===== src/rtl/dram_signal_gen_if.sv =====
// DDR4 command/address pin bundle between the controller and the DRAM devices.
// The dram modport is driven by the signal generator; mon gives read-only access.
interface signal_gen_if #(
    parameter int RANK_BITS       = 1,
    parameter int BANK_GROUP_BITS = 2,
    parameter int BANK_BITS       = 2,
    parameter int ADDR_BITS       = 14
);
    logic                       RESET_n;
    logic                       CKE;
    logic                       CS_n;
    logic                       ACT_n;
    logic                       RAS_n_A16;
    logic                       CAS_n_A15;
    logic                       WE_n_A14;
    logic [RANK_BITS-1:0]       C;
    logic [BANK_GROUP_BITS-1:0] BG;
    logic [BANK_BITS-1:0]       BA;
    logic [ADDR_BITS-1:0]       ADDR;
    logic                       ADDR_17;
    logic                       PARITY;
    logic                       ALERT_n;
    logic                       TEN;
    logic                       ODT;
    logic                       ZQ;
    logic                       PWR;
    logic                       VREF_CA;
    logic                       VREF_DQ;

    modport dram (
        output RESET_n, CKE, CS_n, ACT_n, RAS_n_A16, CAS_n_A15, WE_n_A14,
               C, BG, BA, ADDR, ADDR_17, PARITY,
               ALERT_n, TEN, ODT, ZQ, PWR, VREF_CA, VREF_DQ
    );

    modport mon (
        input RESET_n, CKE, CS_n, ACT_n, RAS_n_A16, CAS_n_A15, WE_n_A14,
              C, BG, BA, ADDR, ADDR_17, PARITY,
              ALERT_n, TEN, ODT, ZQ, PWR, VREF_CA, VREF_DQ
    );
endinterface


===== src/rtl/dram_signal_gen.sv =====
// Command-to-pin stage: runs the DDR4 power-up RESET_n/CKE sequence, then encodes
// one handshaked command per issue cycle onto the CA pins followed by a deselect gap.
module dram_signal_gen #(
    parameter int RANK_BITS       = 1,
    parameter int BANK_GROUP_BITS = 2,
    parameter int BANK_BITS       = 2,
    parameter int ROW_BITS        = 17,
    parameter int COLUMN_BITS     = 10,
    parameter int ADDR_BITS       = 14,
    parameter int T_RESET         = 16,
    parameter int T_CKE           = 32,
    parameter int T_GAP_ACT       = 3,
    parameter int T_GAP_RW        = 3,
    parameter int T_GAP_PRE       = 2,
    parameter int T_GAP_REF       = 8
) (
    input  logic                       CLK,
    input  logic                       rst,
    input  logic                       cmd_valid,
    output logic                       cmd_ready,
    input  logic [2:0]                 cmd_op,
    input  logic [RANK_BITS-1:0]       cmd_rank,
    input  logic [BANK_GROUP_BITS-1:0] cmd_bg,
    input  logic [BANK_BITS-1:0]       cmd_ba,
    input  logic [ROW_BITS-1:0]        cmd_row,
    input  logic [COLUMN_BITS-1:0]     cmd_col,
    input  logic                       cmd_ap,
    output logic                       init_done,
    signal_gen_if.dram                 sig
);
    localparam logic [2:0] OP_NOP  = 3'd0;
    localparam logic [2:0] OP_ACT  = 3'd1;
    localparam logic [2:0] OP_RD   = 3'd2;
    localparam logic [2:0] OP_WR   = 3'd3;
    localparam logic [2:0] OP_PRE  = 3'd4;
    localparam logic [2:0] OP_REF  = 3'd5;
    localparam logic [2:0] OP_MRS  = 3'd6;
    localparam logic [2:0] OP_ZQCL = 3'd7;

    localparam int GAP_M1   = (T_GAP_ACT > T_GAP_RW) ? T_GAP_ACT : T_GAP_RW;
    localparam int GAP_M2   = (T_GAP_PRE > T_GAP_REF) ? T_GAP_PRE : T_GAP_REF;
    localparam int MAX_GAP  = (GAP_M1 > GAP_M2) ? GAP_M1 : GAP_M2;
    localparam int GAP_W    = (MAX_GAP > 0) ? $clog2(MAX_GAP + 1) : 1;
    localparam int INIT_MAX = (T_RESET > T_CKE) ? T_RESET : T_CKE;
    localparam int INIT_W   = $clog2(INIT_MAX + 1);

    localparam logic [INIT_W-1:0] RESET_LAST = INIT_W'(T_RESET - 1);
    localparam logic [INIT_W-1:0] CKE_LAST   = INIT_W'(T_CKE - 1);
    localparam logic [INIT_W-1:0] INIT_ZERO  = {INIT_W{1'b0}};
    localparam logic [GAP_W-1:0]  GAP_ZERO   = {GAP_W{1'b0}};
    localparam logic [GAP_W-1:0]  GAP_ONE    = GAP_W'(1);

    typedef enum logic [2:0] {
        S_RESET_HOLD = 3'd0,
        S_CKE_WAIT   = 3'd1,
        S_IDLE       = 3'd2,
        S_ISSUE      = 3'd3,
        S_GAP        = 3'd4
    } state_t;

    state_t                     state_r, state_nxt_s;
    logic [INIT_W-1:0]          init_cnt_r, init_cnt_nxt_s;
    logic [GAP_W-1:0]           gap_cnt_r, gap_cnt_nxt_s;
    logic                       accept_s;
    logic                       reset_n_r;
    logic                       cke_r;

    logic [2:0]                 lat_op_r;
    logic [RANK_BITS-1:0]       lat_rank_r;
    logic [BANK_GROUP_BITS-1:0] lat_bg_r;
    logic [BANK_BITS-1:0]       lat_ba_r;
    logic [ROW_BITS-1:0]        lat_row_r;
    logic [COLUMN_BITS-1:0]     lat_col_r;
    logic                       lat_ap_r;

    logic                       enc_act_n_s;
    logic [2:0]                 enc_rcw_s;
    logic [ADDR_BITS-1:0]       enc_addr_s;

    logic                       pin_cs_n_r;
    logic                       pin_act_n_r;
    logic [2:0]                 pin_rcw_r;
    logic [RANK_BITS-1:0]       pin_c_r;
    logic [BANK_GROUP_BITS-1:0] pin_bg_r;
    logic [BANK_BITS-1:0]       pin_ba_r;
    logic [ADDR_BITS-1:0]       pin_addr_r;
    logic                       pin_par_r;

    function automatic logic [GAP_W-1:0] gap_of(input logic [2:0] op);
        logic [GAP_W-1:0] g;
        case (op)
            OP_ACT:                  g = GAP_W'(T_GAP_ACT);
            OP_RD, OP_WR:            g = GAP_W'(T_GAP_RW);
            OP_PRE:                  g = GAP_W'(T_GAP_PRE);
            OP_REF, OP_MRS, OP_ZQCL: g = GAP_W'(T_GAP_REF);
            default:                 g = GAP_ZERO;
        endcase
        return g;
    endfunction

    // Even parity over the CA bus; the chip-select/rank field is not covered.
    function automatic logic ca_parity(
        input logic                       act_n,
        input logic [2:0]                 rcw,
        input logic [BANK_GROUP_BITS-1:0] bg,
        input logic [BANK_BITS-1:0]       ba,
        input logic [ADDR_BITS-1:0]       addr,
        input logic                       a17
    );
        return act_n ^ (^rcw) ^ (^bg) ^ (^ba) ^ (^addr) ^ a17;
    endfunction

    // Next-state logic for the init sequence and the issue/gap handshake.
    always_comb begin
        state_nxt_s    = state_r;
        init_cnt_nxt_s = init_cnt_r;
        gap_cnt_nxt_s  = gap_cnt_r;
        accept_s       = 1'b0;
        case (state_r)
            S_RESET_HOLD: begin
                if (init_cnt_r == RESET_LAST) begin
                    state_nxt_s    = S_CKE_WAIT;
                    init_cnt_nxt_s = INIT_ZERO;
                end else begin
                    init_cnt_nxt_s = init_cnt_r + INIT_W'(1);
                end
            end
            S_CKE_WAIT: begin
                if (init_cnt_r == CKE_LAST) begin
                    state_nxt_s    = S_IDLE;
                    init_cnt_nxt_s = INIT_ZERO;
                end else begin
                    init_cnt_nxt_s = init_cnt_r + INIT_W'(1);
                end
            end
            S_IDLE: begin
                if (cmd_valid) begin
                    accept_s    = 1'b1;
                    state_nxt_s = S_ISSUE;
                end else begin
                    state_nxt_s = S_IDLE;
                end
            end
            S_ISSUE: begin
                if (gap_of(lat_op_r) == GAP_ZERO) begin
                    state_nxt_s = S_IDLE;
                end else begin
                    gap_cnt_nxt_s = gap_of(lat_op_r);
                    state_nxt_s   = S_GAP;
                end
            end
            S_GAP: begin
                // Only entered with a non-zero count, so the compare against one cannot wrap.
                if (gap_cnt_r <= GAP_ONE) begin
                    gap_cnt_nxt_s = GAP_ZERO;
                    state_nxt_s   = S_IDLE;
                end else begin
                    gap_cnt_nxt_s = gap_cnt_r - GAP_ONE;
                end
            end
            default: begin
                state_nxt_s = S_RESET_HOLD;
            end
        endcase
    end

    // State, counters, and the RESET_n/CKE levels that follow the next state.
    always_ff @(posedge CLK) begin
        if (rst) begin
            state_r    <= S_RESET_HOLD;
            init_cnt_r <= INIT_ZERO;
            gap_cnt_r  <= GAP_ZERO;
            reset_n_r  <= 1'b0;
            cke_r      <= 1'b0;
        end else begin
            state_r    <= state_nxt_s;
            init_cnt_r <= init_cnt_nxt_s;
            gap_cnt_r  <= gap_cnt_nxt_s;
            reset_n_r  <= (state_nxt_s != S_RESET_HOLD);
            cke_r      <= (state_nxt_s == S_IDLE) || (state_nxt_s == S_ISSUE) ||
                          (state_nxt_s == S_GAP);
        end
    end

    // Command fields captured on handshake only.
    always_ff @(posedge CLK) begin
        if (rst) begin
            lat_op_r   <= OP_NOP;
            lat_rank_r <= {RANK_BITS{1'b0}};
            lat_bg_r   <= {BANK_GROUP_BITS{1'b0}};
            lat_ba_r   <= {BANK_BITS{1'b0}};
            lat_row_r  <= {ROW_BITS{1'b0}};
            lat_col_r  <= {COLUMN_BITS{1'b0}};
            lat_ap_r   <= 1'b0;
        end else if (accept_s) begin
            lat_op_r   <= cmd_op;
            lat_rank_r <= cmd_rank;
            lat_bg_r   <= cmd_bg;
            lat_ba_r   <= cmd_ba;
            lat_row_r  <= cmd_row;
            lat_col_r  <= cmd_col;
            lat_ap_r   <= cmd_ap;
        end else begin
            lat_op_r   <= lat_op_r;
            lat_rank_r <= lat_rank_r;
            lat_bg_r   <= lat_bg_r;
            lat_ba_r   <= lat_ba_r;
            lat_row_r  <= lat_row_r;
            lat_col_r  <= lat_col_r;
            lat_ap_r   <= lat_ap_r;
        end
    end

    // DDR4 truth-table encoding of the latched command.
    always_comb begin
        enc_act_n_s = 1'b1;
        enc_rcw_s   = 3'b111;
        enc_addr_s  = {ADDR_BITS{1'b0}};
        case (lat_op_r)
            OP_ACT: begin
                enc_act_n_s = 1'b0;
                enc_rcw_s   = lat_row_r[ROW_BITS-1 -: 3];
                enc_addr_s  = lat_row_r[ADDR_BITS-1:0];
            end
            OP_RD, OP_WR: begin
                enc_rcw_s                     = (lat_op_r == OP_RD) ? 3'b101 : 3'b100;
                enc_addr_s[COLUMN_BITS-1:0]   = lat_col_r;
                enc_addr_s[10]                = lat_ap_r;
                enc_addr_s[12]                = 1'b1;
            end
            OP_PRE: begin
                enc_rcw_s      = 3'b010;
                enc_addr_s[10] = lat_ap_r;
            end
            OP_REF: begin
                enc_rcw_s = 3'b001;
            end
            OP_MRS: begin
                enc_rcw_s  = 3'b000;
                enc_addr_s = lat_row_r[ADDR_BITS-1:0];
            end
            OP_ZQCL: begin
                enc_rcw_s      = 3'b110;
                enc_addr_s[10] = 1'b1;
            end
            default: begin
                enc_rcw_s = 3'b111;
            end
        endcase
    end

    // Pin register: the encoded command for the ISSUE cycle, deselect otherwise.
    always_ff @(posedge CLK) begin
        if (rst || (state_r != S_ISSUE)) begin
            pin_cs_n_r  <= 1'b1;
            pin_act_n_r <= 1'b1;
            pin_rcw_r   <= 3'b111;
            pin_c_r     <= {RANK_BITS{1'b0}};
            pin_bg_r    <= {BANK_GROUP_BITS{1'b0}};
            pin_ba_r    <= {BANK_BITS{1'b0}};
            pin_addr_r  <= {ADDR_BITS{1'b0}};
            pin_par_r   <= 1'b0;
        end else begin
            pin_cs_n_r  <= 1'b0;
            pin_act_n_r <= enc_act_n_s;
            pin_rcw_r   <= enc_rcw_s;
            pin_c_r     <= lat_rank_r;
            pin_bg_r    <= lat_bg_r;
            pin_ba_r    <= lat_ba_r;
            pin_addr_r  <= enc_addr_s;
            pin_par_r   <= ca_parity(enc_act_n_s, enc_rcw_s, lat_bg_r, lat_ba_r,
                                     enc_addr_s, 1'b0);
        end
    end

    assign cmd_ready     = (state_r == S_IDLE);
    assign init_done     = cke_r;

    assign sig.RESET_n   = reset_n_r;
    assign sig.CKE       = cke_r;
    assign sig.CS_n      = pin_cs_n_r;
    assign sig.ACT_n     = pin_act_n_r;
    assign sig.RAS_n_A16 = pin_rcw_r[2];
    assign sig.CAS_n_A15 = pin_rcw_r[1];
    assign sig.WE_n_A14  = pin_rcw_r[0];
    assign sig.C         = pin_c_r;
    assign sig.BG        = pin_bg_r;
    assign sig.BA        = pin_ba_r;
    assign sig.ADDR      = pin_addr_r;
    assign sig.ADDR_17   = 1'b0;
    assign sig.PARITY    = pin_par_r;
    assign sig.ALERT_n   = 1'b1;
    assign sig.TEN       = 1'b0;
    assign sig.ODT       = 1'b0;
    assign sig.ZQ        = 1'b1;
    assign sig.PWR       = 1'b1;
    assign sig.VREF_CA   = 1'b1;
    assign sig.VREF_DQ   = 1'b1;
endmodule


===== src/flat_wrapper.sv =====
// flat-port wrapper written by rule: the top's interface ports become plain ports
module dram_signal_gen_flat 
#(
    parameter int RANK_BITS       = 1,
    parameter int BANK_GROUP_BITS = 2,
    parameter int BANK_BITS       = 2,
    parameter int ROW_BITS        = 17,
    parameter int COLUMN_BITS     = 10,
    parameter int ADDR_BITS       = 14,
    parameter int T_RESET         = 16,
    parameter int T_CKE           = 32,
    parameter int T_GAP_ACT       = 3,
    parameter int T_GAP_RW        = 3,
    parameter int T_GAP_PRE       = 2,
    parameter int T_GAP_REF       = 8
)
  (CLK, rst, cmd_valid, cmd_ready, cmd_op, cmd_rank, cmd_bg, cmd_ba, cmd_row, cmd_col, cmd_ap, init_done, sig_RESET_n, sig_CKE, sig_CS_n, sig_ACT_n, sig_RAS_n_A16, sig_CAS_n_A15, sig_WE_n_A14, sig_C, sig_BG, sig_BA, sig_ADDR, sig_ADDR_17, sig_PARITY, sig_ALERT_n, sig_TEN, sig_ODT, sig_ZQ, sig_PWR, sig_VREF_CA, sig_VREF_DQ);
  signal_gen_if #(.RANK_BITS(RANK_BITS), .BANK_GROUP_BITS(BANK_GROUP_BITS), .BANK_BITS(BANK_BITS), .ADDR_BITS(ADDR_BITS)) sig_i ();
  input  logic CLK;
  input  logic rst;
  input  logic cmd_valid;
  output logic cmd_ready;
  input  logic [2:0] cmd_op;
  input  logic [RANK_BITS-1:0] cmd_rank;
  input  logic [BANK_GROUP_BITS-1:0] cmd_bg;
  input  logic [BANK_BITS-1:0] cmd_ba;
  input  logic [ROW_BITS-1:0] cmd_row;
  input  logic [COLUMN_BITS-1:0] cmd_col;
  input  logic cmd_ap;
  output logic init_done;
  output wire logic [$bits(sig_i.RESET_n)-1:0] sig_RESET_n;
  output wire logic [$bits(sig_i.CKE)-1:0] sig_CKE;
  output wire logic [$bits(sig_i.CS_n)-1:0] sig_CS_n;
  output wire logic [$bits(sig_i.ACT_n)-1:0] sig_ACT_n;
  output wire logic [$bits(sig_i.RAS_n_A16)-1:0] sig_RAS_n_A16;
  output wire logic [$bits(sig_i.CAS_n_A15)-1:0] sig_CAS_n_A15;
  output wire logic [$bits(sig_i.WE_n_A14)-1:0] sig_WE_n_A14;
  output wire logic [$bits(sig_i.C)-1:0] sig_C;
  output wire logic [$bits(sig_i.BG)-1:0] sig_BG;
  output wire logic [$bits(sig_i.BA)-1:0] sig_BA;
  output wire logic [$bits(sig_i.ADDR)-1:0] sig_ADDR;
  output wire logic [$bits(sig_i.ADDR_17)-1:0] sig_ADDR_17;
  output wire logic [$bits(sig_i.PARITY)-1:0] sig_PARITY;
  output wire logic [$bits(sig_i.ALERT_n)-1:0] sig_ALERT_n;
  output wire logic [$bits(sig_i.TEN)-1:0] sig_TEN;
  output wire logic [$bits(sig_i.ODT)-1:0] sig_ODT;
  output wire logic [$bits(sig_i.ZQ)-1:0] sig_ZQ;
  output wire logic [$bits(sig_i.PWR)-1:0] sig_PWR;
  output wire logic [$bits(sig_i.VREF_CA)-1:0] sig_VREF_CA;
  output wire logic [$bits(sig_i.VREF_DQ)-1:0] sig_VREF_DQ;
  assign sig_RESET_n = sig_i.RESET_n;
  assign sig_CKE = sig_i.CKE;
  assign sig_CS_n = sig_i.CS_n;
  assign sig_ACT_n = sig_i.ACT_n;
  assign sig_RAS_n_A16 = sig_i.RAS_n_A16;
  assign sig_CAS_n_A15 = sig_i.CAS_n_A15;
  assign sig_WE_n_A14 = sig_i.WE_n_A14;
  assign sig_C = sig_i.C;
  assign sig_BG = sig_i.BG;
  assign sig_BA = sig_i.BA;
  assign sig_ADDR = sig_i.ADDR;
  assign sig_ADDR_17 = sig_i.ADDR_17;
  assign sig_PARITY = sig_i.PARITY;
  assign sig_ALERT_n = sig_i.ALERT_n;
  assign sig_TEN = sig_i.TEN;
  assign sig_ODT = sig_i.ODT;
  assign sig_ZQ = sig_i.ZQ;
  assign sig_PWR = sig_i.PWR;
  assign sig_VREF_CA = sig_i.VREF_CA;
  assign sig_VREF_DQ = sig_i.VREF_DQ;
  dram_signal_gen #(.RANK_BITS(RANK_BITS), .BANK_GROUP_BITS(BANK_GROUP_BITS), .BANK_BITS(BANK_BITS), .ROW_BITS(ROW_BITS), .COLUMN_BITS(COLUMN_BITS), .ADDR_BITS(ADDR_BITS), .T_RESET(T_RESET), .T_CKE(T_CKE), .T_GAP_ACT(T_GAP_ACT), .T_GAP_RW(T_GAP_RW), .T_GAP_PRE(T_GAP_PRE), .T_GAP_REF(T_GAP_REF)) u_core (.CLK(CLK), .rst(rst), .cmd_valid(cmd_valid), .cmd_ready(cmd_ready), .cmd_op(cmd_op), .cmd_rank(cmd_rank), .cmd_bg(cmd_bg), .cmd_ba(cmd_ba), .cmd_row(cmd_row), .cmd_col(cmd_col), .cmd_ap(cmd_ap), .init_done(init_done), .sig(sig_i));
endmodule

===== config.mk =====
export PLATFORM = sky130hd
export DESIGN_NAME = dram_signal_gen_flat
export DESIGN_NICKNAME = d
export VERILOG_FILES = /design/src/rtl/dram_signal_gen_if.sv /design/src/rtl/dram_signal_gen.sv /design/src/flat_wrapper.sv
export SDC_FILE = /design/constraint.sdc
export NUM_CORES = 1
export LEC_CHECK = 0
export ABC_AREA = 1
export BUFFER_PORTS_ARGS = -buffer_cell sky130_fd_sc_hd__buf_2
export CAP_MARGIN = 0
export CORE_MARGIN = 2
export CORE_UTILIZATION = 31
export CTS_CLUSTER_SIZE = 24
export DETAILED_ROUTE_END_ITERATION = 10
export PLACE_DENSITY = 0.5
export SKIP_CTS_REPAIR_TIMING = 1
export SYNTH_ARGS = -nofsm -noshare
export SYNTH_HDL_FRONTEND = slang
export SYNTH_SLANG_ARGS = --single-unit
export TNS_END_PERCENT = 30

===== constraint.sdc =====
create_clock -name CLK -period 1.9 [get_ports CLK]
set_input_delay 0.19 -clock CLK [delete_from_list [all_inputs] [get_ports CLK]]
set_output_delay 0.19 -clock CLK [all_outputs]
set_load 0.05 [all_outputs]

Yosys cells after proc, flatten, opt, wreduce, memory -nomap -nowiden:

Index checks and enable logic that the tools add are counted.

* bits in registers: 76
* bits of input ports: 39
* output and inout port bits: 37

* $add $sub $neg: 2
* $lt $le $gt $ge: 1
* equal/unequal tests: 18
* muxes and demuxes: 25
* bitwise operators: 4
* reduce and logical (&&, ||, !) cells: 18

Operator list (count)
* 10-bit case mux with 2 select lines: 1
* 3-bit by 2-bit equality test with 1-bit output, second input constant: 6
* 3-bit equality test, second input constant: 6
* 3-bit case mux with 6 select lines: 1
* 3-bit case mux with 5 select lines: 1
* 14-bit XOR reduction: 1
* 3-bit 2-to-1 mux: 4
* 4-bit 2-to-1 mux: 3
* 6-bit 2-to-1 mux: 2
* 4-bit case mux with 3 select lines: 1
* 6-bit case mux with 2 select lines: 1
* 3-bit OR reduction: 3
* 1-bit 2-to-1 mux: 8
* 4-bit case mux with 2 select lines: 1
* 6-bit by 1-bit adder with 6-bit output, second input constant: 1
* 3-bit by 1-bit equality test with 1-bit output, second input constant: 2
* 6-bit by 4-bit equality test with 1-bit output, second input constant: 1
* 6-bit by 5-bit equality test with 1-bit output, second input constant: 1
* 4-bit by 1-bit <= comparator with 1-bit output, second input constant: 1
* 4-bit zero test: 1
* 2-bit nonzero test: 2
* 2-bit OR reduction: 2
* 2-bit XOR reduction: 2
* 4-bit by 1-bit subtractor with 4-bit output, second input constant: 1
* other kinds (10): 15

Longest topological paths before layout:

Gate-level depths: netlist of run 1.

* depth in word-level cells: 10
* depth in mapped cells: 17
* gate-level depth less buffers: 16

Worst setup path before layout of run 1:

OpenSTA, ideal clock, no wires.

* path kind: register to register
* start point: register u_core.state_r[1]
* end point: register u_core.lat_ba_r[1]
* arrival time: 1.591 ns
* data required time: 1.772 ns
* slack: 0.181 ns
* stages on the path, launching flop included: 10
* path buffers: 2
* cells stage by stage: dfxtp_1 > inv_1 > nor2_1 > nand2_1 > inv_1 > nand2_1 > clkbuf_1 > clkbuf_1 > o21ai_0 > a21oi_1

* cells in the longest elaborated chain, start to end: 2

Ends and longest elaborated chain
* from (decl): line dram_signal_gen.sv:61 `state_t state_r, state_nxt_s;`
* from (signal assigned): line dram_signal_gen.sv:176 `state_r <= state_nxt_s;`
* 3-bit by 2-bit equality test with 1-bit output
* net cmd_ready: line flat_wrapper.sv:22 `output logic cmd_ready;`
* 1-bit 2-to-1 mux: line dram_signal_gen.sv:119 `case (state_r)`
* to (signal assigned): line dram_signal_gen.sv:191 `lat_ba_r <= {BANK_BITS{1'b0}};`
* to (signal assigned): line dram_signal_gen.sv:199 `lat_ba_r <= cmd_ba;`
* to (signal assigned): line dram_signal_gen.sv:207 `lat_ba_r <= lat_ba_r;`
* to (decl): line dram_signal_gen.sv:71 `logic [BANK_BITS-1:0] lat_ba_r;`

The timed path passes the listed nets, and every way through them passes these cells.
A chain may end at the register's enable or synchronous reset.

Final worst setup path of run 1:

* start point: register u_core.lat_op_r[1]
* end point: register u_core.pin_par_r, in the netlist u_core.sig.PARITY

* cells in the longest elaborated chain, start to end: 8
* elaborated cells on any way between the ends: 24

Ends and longest elaborated chain
* from (decl): line dram_signal_gen.sv:68 `logic [2:0] lat_op_r;`
* from (signal assigned): line dram_signal_gen.sv:196 `lat_op_r <= cmd_op;`
* from (signal assigned): line dram_signal_gen.sv:204 `lat_op_r <= lat_op_r;`
* 3-bit by 2-bit equality test with 1-bit output (on tied branches): line dram_signal_gen.sv:219, dram_signal_gen.sv:226
* 1-bit 2-to-1 mux or 2-bit OR reduction (tied branches): line dram_signal_gen.sv:226, dram_signal_gen.sv:219
* 3-bit case mux with 6 select lines: line dram_signal_gen.sv:219 `case (lat_op_r)`
* 3-bit XOR reduction: line dram_signal_gen.sv:110 `return act_n ^ (^rcw) ^ (^bg) ^ (^ba) ^ (^addr) ^ a17;`
* 1-bit XOR (3 in series): line dram_signal_gen.sv:110
* 1-bit XOR *: line dram_signal_gen.sv:110
* to (signal assigned): line dram_signal_gen.sv:271 `pin_par_r <= ca_parity(enc_act_n_s, enc_rcw_s, lat_bg_r, lat_ba_r,`
* to (decl): line dram_signal_gen.sv:87 `logic pin_par_r;`

Every way passes the cells marked *; elsewhere a longest branch is shown, timed or not.

==> flow_summary.ini, run 1 <==
[synthesis]
synth.area.top_cells = dfxtp_1 45%, nand2_1 11%, nor2_1 8.8%
synth_enable_flop_cells = 0
synth.most_common_cell = nand2_1
yosys_warnings = 0
syn_inst = 477
post_synth_most_frequent_cells = 98 x nand2_1, 80 x nor2_1, 76 x dfxtp_1
syn-cell-area_um2 = 3401
synth_top_area_share_pct = 44.74
yosysTopAreaCell = dfxtp_1
yosysUniqueCellTypes = 36
syn-mean-instance-area_um2 = 7.129
synth-main-ff-cell = dfxtp_1
synth.ff_latch_count = 76
ys_async_sr_fraction_pct = 0
yosysSeqAreaShare_pct = 44.74

[clock_network]
cts_buffer_depth = 2
cts_tree = built
path_clk_slew_ns = 0.08
h-tree-depth = 3
numCtsBuffers = 9
cts.sinks = 76
clock_latency_ns = 0.35
cts_root_buf = clkbuf_8

[pwr]
powerDensity_nw_per_um2 = 785.9
vdd_drop_max_uv = 273.5
p_leak_uw = 0.001871
p_total_uw = 3254

[finish]
num-nets-final = 588
drive_above_1_share_pct = 22.32
area_delta_synth_final_pct = 21.74
n_antenna_cell = 0
final_cells = 691
fin_util_pct = 38.36
fill_cells = 1142

[critical_path]
critPathBufInv = 4
start_kind = flop
slowest_delay_ns = 0.39
r2r_setup_slack_ns = 0.18
critPathArrivalTime_ns = 2.02
r2r_end = u_core.sig.PARITY
reg2reg_from = u_core.lat_op_r[1]
cp_top_family = simple AND/OR/NAND/NOR gates
worstSetupPathType = flop to flop
worst-r2r-cell-count = 16
crit_top_cell = nand2_1
cp.required_ns = 2.19
critical_path.slowest_cell = dfxtp_2
endpoint_kind = flop
cp_cell_sequence = buf_4 -> nand3_2 -> nand2_2 -> buf_12 -> nand2_1 -> o21ai_2 -> inv_2 -> nand2_1 -> nand2_1 -> nand2_1 -> nand2_1 -> nand2_1 -> nand2_1 -> inv_1 -> nand2_1 -> a21oi_2
crit_fanout = 16

[routing]
drc = 0
finalWirelength_mm = 8.070
first_pass_iters = 4
ant_nets = 0
drt_iter0_markers = 129
vias = 3072
via_per_inst = 4.446
avgRoutedWirePerCell_um = 11.68

[die]
io_pins = 76
initial_core_util_pct = 31.51
core_area_um2 = 10790
row_count = 38
die_area_um2 = 11820
fp.dieW_um = 108.7
fp.dieH_um = 108.7

[timing]
hold_viol = 0
min_period_over_period_pct = 90.78
clock_skew_ns = 0.01020
max_freq_mhz = 579.8
report.final.setup_viol = 0
fin_tns_setup_ns = 0
slew_violations = 0
min_period_ns = 1.725
rsz0062_at_grt = no

[min_path]
hold_path_depth = 3
holdPathEnd = u_core.lat_col_r[0]
hold_class = input port to flop
hp-start = cmd_col[0]

[grt]
grt_pass1_wl_mm = 13.08
antenna_found_initial = 0
grt_max_degree = 39
grt_overflow_total = 0
grt_usage_pct = 14.39
grt_pass1_vias = 2800

[placement]
dp_cells = 675
dpl.hpwl_mm = 6.001
port_buffers = 67
gp_congestion = 0.7986

[outcome]
status = finished, final reports clean

[job]
cap_violations = 0
## through the flow
step           setup WS, ns  instance area [um2]  hold WS, ns
6_report             0.1753                 4140      0.08652
5_1_grt            0.001964                 4140       0.1052
4_1_cts             0.03734                 4121      0.07695
3_5_place_dp        0.05195                 3871       0.4412
3_3_place_gp        0.09867                 3871       0.4311
2_1_floorplan        0.1805                 3423       0.3343
## layout make-up
type	count	area, um2	share of cell area [%]
multi-input cells	322	1535	37.08
flip-flops and latches	76	1524	36.81
repair buffers	79	437.9	10.58
inverters	58	217.7	5.258
well taps	140	175.2	4.231
clock buffers	12	155.1	3.747
clock inverters	4	95.09	2.297
## registers in the layout, indices dropped and copies added, names as in the netlist, 2 cells and up
signal / count
u_core.sig.ADDR: 14
u_core.lat_col_r: 10
u_core.lat_row_r: 17
u_core.lat_op_r: 3
u_core.gap_cnt_r: 4
u_core.sig.BG: 2
u_core.state_r: 3
u_core.pin_rcw_r: 3
u_core.lat_ba_r: 2
u_core.sig.BA: 2
u_core.init_cnt_r: 6
u_core.lat_bg_r: 2
## layout by cell type (no fill, tap or decap), types with 2 or more instances in the layout
cell	synthesis	layout
nand2_1	98	98
nor2_1	80	79
dfxtp_1	76	74
buf_2	0	67
inv_1	53	53
o21ai_0	43	43
a21oi_1	31	30
nand3_1	18	18
clkbuf_8	0	11
buf_4	9	11
conb_1	2	8
nand2_2	7	6
inv_2	4	4
nor3_1	5	4
a21oi_2	3	4
o211ai_1	3	3
a21boi_2	3	3
ha_1	3	3
bufinv_16	0	3
xor2_1	2	2
nand3_2	2	2
o21ai_2	2	2
dfxtp_2	0	2
## worst max path at each step
stage	from	to	cells past startpoint
finish	u_core.lat_op_r[1]	u_core.sig.PARITY	16
global route	u_core.lat_op_r[1]	u_core.sig.PARITY	16
CTS	u_core.lat_op_r[2]	u_core.sig.PARITY	12
detailed placement	u_core.lat_op_r[2]	u_core.sig.PARITY	15
global placement	u_core.lat_op_r[2]	u_core.sig.PARITY	13
floorplan	u_core.state_r[1]	u_core.lat_ba_r[1]	9
## worst min-delay path: cells and delay by family
family	cells	cell delay, ns
AND/OR/NAND/NOR	1	0.07
AO/OA/AOI/OAI	1	0.07
buffers and inverters	1	0.07
## logic make-up (layout without fill, tap and decap cells)
| kind of cell | Yosys count | in the layout | share of synthesized area (%) |
|---|---|---|---|
| adder cells (fa/ha/maj) | 3 | 3 | 1.104 |
| XOR/XNOR | 3 | 3 | 0.7728 |
| AO/OA/AOI/OAI | 93 | 93 | 15.89 |
| AND/OR/NAND/NOR | 215 | 215 | 26.01 |
| other | 2 | 8 | 0.2208 |
| buffers and inverters | 85 | 153 | 11.26 |
| flip-flops | 76 | 76 | 44.74 |
## report_power, final
part	internal, uW	switching (uW)	total, uW
Sequential	1600	4.47	1600
Clock	943	590	1530
Combinational	41.1	77.7	119
## layer usage
layer	global-route usage [%]	up-vias	wire (um)	share of wire, %
met1	19.46	1368	4039	50
met4	6.868	0	156	1.9
met2	21.61	70	3483	43
met3	3.288	10	391	4.8
li1	-	1624	-	-
met5	0	-	0	0
(Power assumes the default switching activity.)
==> run 2, diff against run 1 <==
SETUP_SLACK_MARGIN = 0.5   (was default)
==> run 2 against run 1 <==
  * Worst setup slack lost 0.011 ns
  * Worst hold slack lost 0.013 ns
  * Clock power shrank 28%
  * Cell area grew 5.4%
  * Clock-buffer cell count grew 1
  * Sequential cell count is the same
  * Clock skew shrank 0.00071 ns
  * Combinational power grew 8%
  * Non-clock buffer count grew 6
  * Register-to-register slack is essentially flat
  * Core utilization grew 2.1 points
  * Cell count grew 0.72%
  * Critical endpoint unchanged
==> flow_summary.ini, run 2 (synthesis gave the netlist of run 1 again) <==
[outcome]
status = finished, final reports clean

[clock_network]
cts_tree = built
cts.sinks = 76
cts_buffer_depth = 2
numCtsBuffers = 9
path_clk_slew_ns = 0.07
clock_latency_ns = 0.36
h-tree-depth = 3
cts_root_buf = clkbuf_8

[finish]
n_antenna_cell = 0
final_cell_mix = 86 x nand2_1, 72 x nor2_1, 67 x buf_2, 67 x dfxtp_1, 40 x inv_1
num-nets-final = 594
area_delta_synth_final_pct = 28.33
fin_util_pct = 40.44
largest_reg_flops = 17
drive_above_1_share_pct = 32.55
layout_commonest_cell = nand2_1
largest_register = u_core.lat_row_r
final_cells = 696

[pwr]
combPwrFrac_pct = 4.5
seq_power_share_pct = 56.6
powerDensity_nw_per_um2 = 647.1
p_clk_share_pct = 38.8
switching_power_uw = 649.8
switching_share_pct = 23.01
p_total_uw = 2824
p_int_uw = 2174
vdd_drop_max_uv = 246.0
p_leak_uw = 0.001928

[placement]
gp_congestion = 0.8001
dpl.hpwl_mm = 6.010
pre_cts_slack_ns = -0.02532
dp_cells = 674
port_buffers = 67

[critical_path]
start_kind = flop
endpoint_kind = flop
cp.required_ns = 2.19
crit_fanout = 10
worstSetupPathType = flop to flop
critPathArrivalTime_ns = 2.03

[die]
die_area_um2 = 11820
fp.dieW_um = 108.7
fp.dieH_um = 108.7
initial_core_util_pct = 31.51
io_pins = 76
row_count = 38
core_area_um2 = 10790

[timing]
fin_tns_setup_ns = 0
min_period_over_period_pct = 91.34
clock_skew_ns = 0.009493
slew_violations = 0
hold_viol = 0
rsz0062_at_grt = yes
max_freq_mhz = 576.2
layout_setup_ws_ns = 0.1645
report.final.setup_viol = 0
min_period_ns = 1.735

[routing]
drc = 0
first_pass_iters = 4
drt_iter0_markers = 118
vias = 3120
finalWirelength_mm = 8.495
avgRoutedWirePerCell_um = 12.21
ant_nets = 0
via_per_inst = 4.483

[grt]
grt_max_degree = 32
grt_pass1_vias = 2768
antenna_found_initial = 0
grt_usage_pct = 14.04
grt_overflow_total = 0
grt_pass1_wl_mm = 12.87

[min_path]
hold_class = input port to flop

[job]
cap_violations = 0
run 2: changes by cell type in the layout (fill, tap and decap cells not counted), moves of 11 or more:
cell and delta:
inv_1 -13, o21ai_1 +11, inv_2 +12, nand2_1 -12
o21ai_0 -12
run 2: worst max-delay path, cell delays in order (launching register included):
cell	delay, ns
dfxtp_4	0.41
nor2_4	0.06
nand2_2	0.10
nand2_4	0.09
clkbuf_16	0.18
a21oi_1	0.19
nand2_1	0.10
nand2_2	0.09
inv_2	0.04
nand2_1	0.05
nand2_1	0.04
nand2_1	0.05
nand2_1	0.06
inv_1	0.05
nand2_1	0.06
a21oi_2	0.12
run 2: layout make-up:
| type | instances | area, um2 |
|---|---|---|
| multi-input combinational | 322 | 1710 |
| tap | 140 | 175.2 |
| inverter | 58 | 226.5 |
| fill | 1144 | 6429 |
| clock inverter | 2 | 10.01 |
| timing repair buffer | 85 | 538.0 |
| sequential | 76 | 1545 |
| clock buffer | 13 | 158.9 |
run 2: routing by layer:
metal	vias to the layer above	GRT usage, %	share of wire [%]
met5	-	0	0
met4	0	5.861	1.7
met3	11	3.825	4.6
met2	51	22.63	47
met1	1413	17.67	46
li1	1645	-	-
run 2: final timing paths:
check | startpoint | end | slack (ns) | cells past startpoint
worst max register to register | u_core.lat_op_r[2] | u_core.sig.PARITY | 0.16 | 15
worst min-delay path | cmd_row[10] | u_core.lat_row_r[10] | 0.07 | 3
worst max-delay path | u_core.lat_op_r[2] | u_core.sig.PARITY | 0.16 | 15
worst min register to register | u_core.lat_rank_r | u_core.sig.C | 0.44 | 2
run 2: power groups by stage:
stage	Combinational (uW)	Sequential, uW	Clock, uW
after floorplan	83.5	1640	0
after global placement	121	1640	0
after detailed placement	123	1640	0
after CTS	124	1600	1130
after global routing	142	1600	1210
final	128	1600	1100
run 2: stage by stage:
stage / hold WS (ns) / cell area, um2
after floorplan: 0.3343 / 3482
after global placement: 0.4262 / 3884
after detailed placement: 0.4365 / 3884
after CTS: 0.07480 / 4053
after global routing: 0.07722 / 4364
final: 0.07402 / 4364
==> run 3, diff against run 2 <==
CORE_MARGIN = 8   (was 2)
==> run 3 against run 2 <==
  * Clock skew is 0.0045 ns higher
  * First-iteration DRC count fell by 6.8%
  * Clock-buffer cell count decreased by 3
  * Worst setup slack worse by 0.064 ns
  * Routed wire length grew 15%
  * Sequential share of layout area is 3.0 points lower
  * Largest cell class unchanged
  * Largest power group unchanged
==> flow_summary.ini, run 3 (synthesis gave the netlist of run 1 again) <==
[outcome]
status = finished, final reports clean

[routing]
avgRoutedWirePerCell_um = 13.81
wl_met3_um = 707
dr_wl_met2_mm = 4.831
drt_iter0_markers = 110
finalWirelength_mm = 9.802
via_per_inst = 4.573
drt-met1-wl_mm = 4.153
ant_nets = 0
vias = 3247
first_pass_iters = 4
routed.top_layer = met4
drc = 0

[clock_network]
cts_buffer_depth = 2
path_clk_slew_ns = 0.08
cts.sinks = 76
h-tree-depth = 3
clock_latency_ns = 0.35
numCtsBuffers = 9
cts_root_buf = clkbuf_8
cts_tree = built

[grt]
grt_overflow_total = 0
grt_usage_pct = 12.29
grt_max_degree = 39
antenna_found_initial = 0
grt_pass1_wl_mm = 14.32
grt_pass1_vias = 3071

[finish]
area_delta_synth_final_pct = 40.47
final_cell_mix = 67 x nor2_1, 67 x buf_2, 66 x dfxtp_1
largest_register = u_core.lat_row_r
num-nets-final = 608
fill_cells = 1072
final_cells = 710
drive_above_1_share_pct = 42.98
n_antenna_cell = 0
largest_reg_flops = 17

[pwr]
p_int_uw = 2369
switching_share_pct = 22.51
switching_power_uw = 688.1
seq_power_share_pct = 52.3
powerDensity_nw_per_um2 = 640.0
combPwrFrac_pct = 4.4
p_leak_uw = 0.002138
vdd_drop_max_uv = 432.0
p_clk_share_pct = 43.3

[die]
core_area_um2 = 10790
fp.dieH_um = 120.7
die_area_um2 = 14580
fp.dieW_um = 120.7
io_pins = 76
row_count = 38
initial_core_util_pct = 31.51

[placement]
port_buffers = 67
dpl.hpwl_mm = 6.496
gp_congestion = 0.7863
dp_cells = 674

[critical_path]
slowest_delay_ns = 0.38
start_kind = flop
endpoint_kind = flop
crit_fanout = 5
critPathArrivalTime_ns = 2.09
cp.required_ns = 2.19
crit_top_cell = nand2_2
cp_cell_sequence = nor2_4 -> nand2_2 -> nand2_4 -> buf_6 -> nand2_4 -> clkinv_1 -> nand3_2 -> nand2_2 -> nand2_2 -> nand2_2 -> nand2_2 -> nand2_2 -> nand2_2 -> nand2_2 -> nand2_2 -> a21oi_2
critical_path.slowest_cell = dfxtp_4
worstSetupPathType = flop to flop

[timing]
holdWs_ns = 0.07539
min_period_ns = 1.799
clock_skew_ns = 0.01396
min_period_over_period_pct = 94.69
max_freq_mhz = 555.9
slew_violations = 0
hold_viol = 0
report.final.setup_viol = 0
rsz0062_at_grt = yes

[min_path]
hold_class = input port to flop

[job]
cap_violations = 0
-- run 3: per-layer routing --
metal / track usage, % / up-vias
li1: - / 1675
met1: 14.13 / 1496
met2: 20.42 / 67
met3: 4.662 / 9
met4: 4.450 / 0
met5: 0 / -
-- run 3: worst max-delay path, delay by kind of cell, from the launching register on --
kind | cells | cell delay [ns]
buffers and inverters | 2 | 0.20
and+or+nand+nor | 13 | 1.04
AOI/OAI and AO/OA | 1 | 0.11
DFF | 1 | 0.38
-- run 3: layout make-up --
cell class	count	area, um2	share of cell area [%]
Sequential cell	76	1549	32.43
Multi-Input combinational cell	322	1902	39.81
Inverter	58	240.2	5.029
Tap cell	140	175.2	3.667
Clock buffer	10	127.6	2.672
Clock inverter	5	77.57	1.624
Timing Repair inverter	1	16.27	0.3405
Timing Repair Buffer	98	689.4	14.43
-- run 3: power by group through the flow --
stage	combinational, uW	clock (uW)	sequential (uW)
2_1_floorplan	83.5	0	1640
3_3_place_gp	122	0	1640
3_5_place_dp	123	0	1640
4_1_cts	124	1360	1600
5_1_grt	151	1430	1600
6_report	136	1320	1600
-- run 3: metrics by stage --
stage               setup WS [ns]  power (uW)  setup TNS [ns]  util (%)  area (um2)
floorplan                  0.3250        1721               0         -        3482
CTS                      -0.04207        3081        -0.04207     38.00        4101
finish                     0.1010        3057               0     44.26        4777
global placement         0.008664        1761               0     36.10        3896
detailed placement       -0.01594        1762        -0.01594     36.10        3896
global route             -0.01997        3176        -0.01997     44.26        4777
-- run 3: worst paths after layout --
kind	start	endpoint	slack (ns)	depth (start not counted)
min reg2reg	u_core.lat_rank_r	u_core.sig.C	0.44	2
max	u_core.lat_op_r[2]	u_core.sig.PARITY	0.10	16
min	cmd_row[16]	u_core.lat_row_r[16]	0.08	3
max reg2reg	u_core.lat_op_r[2]	u_core.sig.PARITY	0.10	16
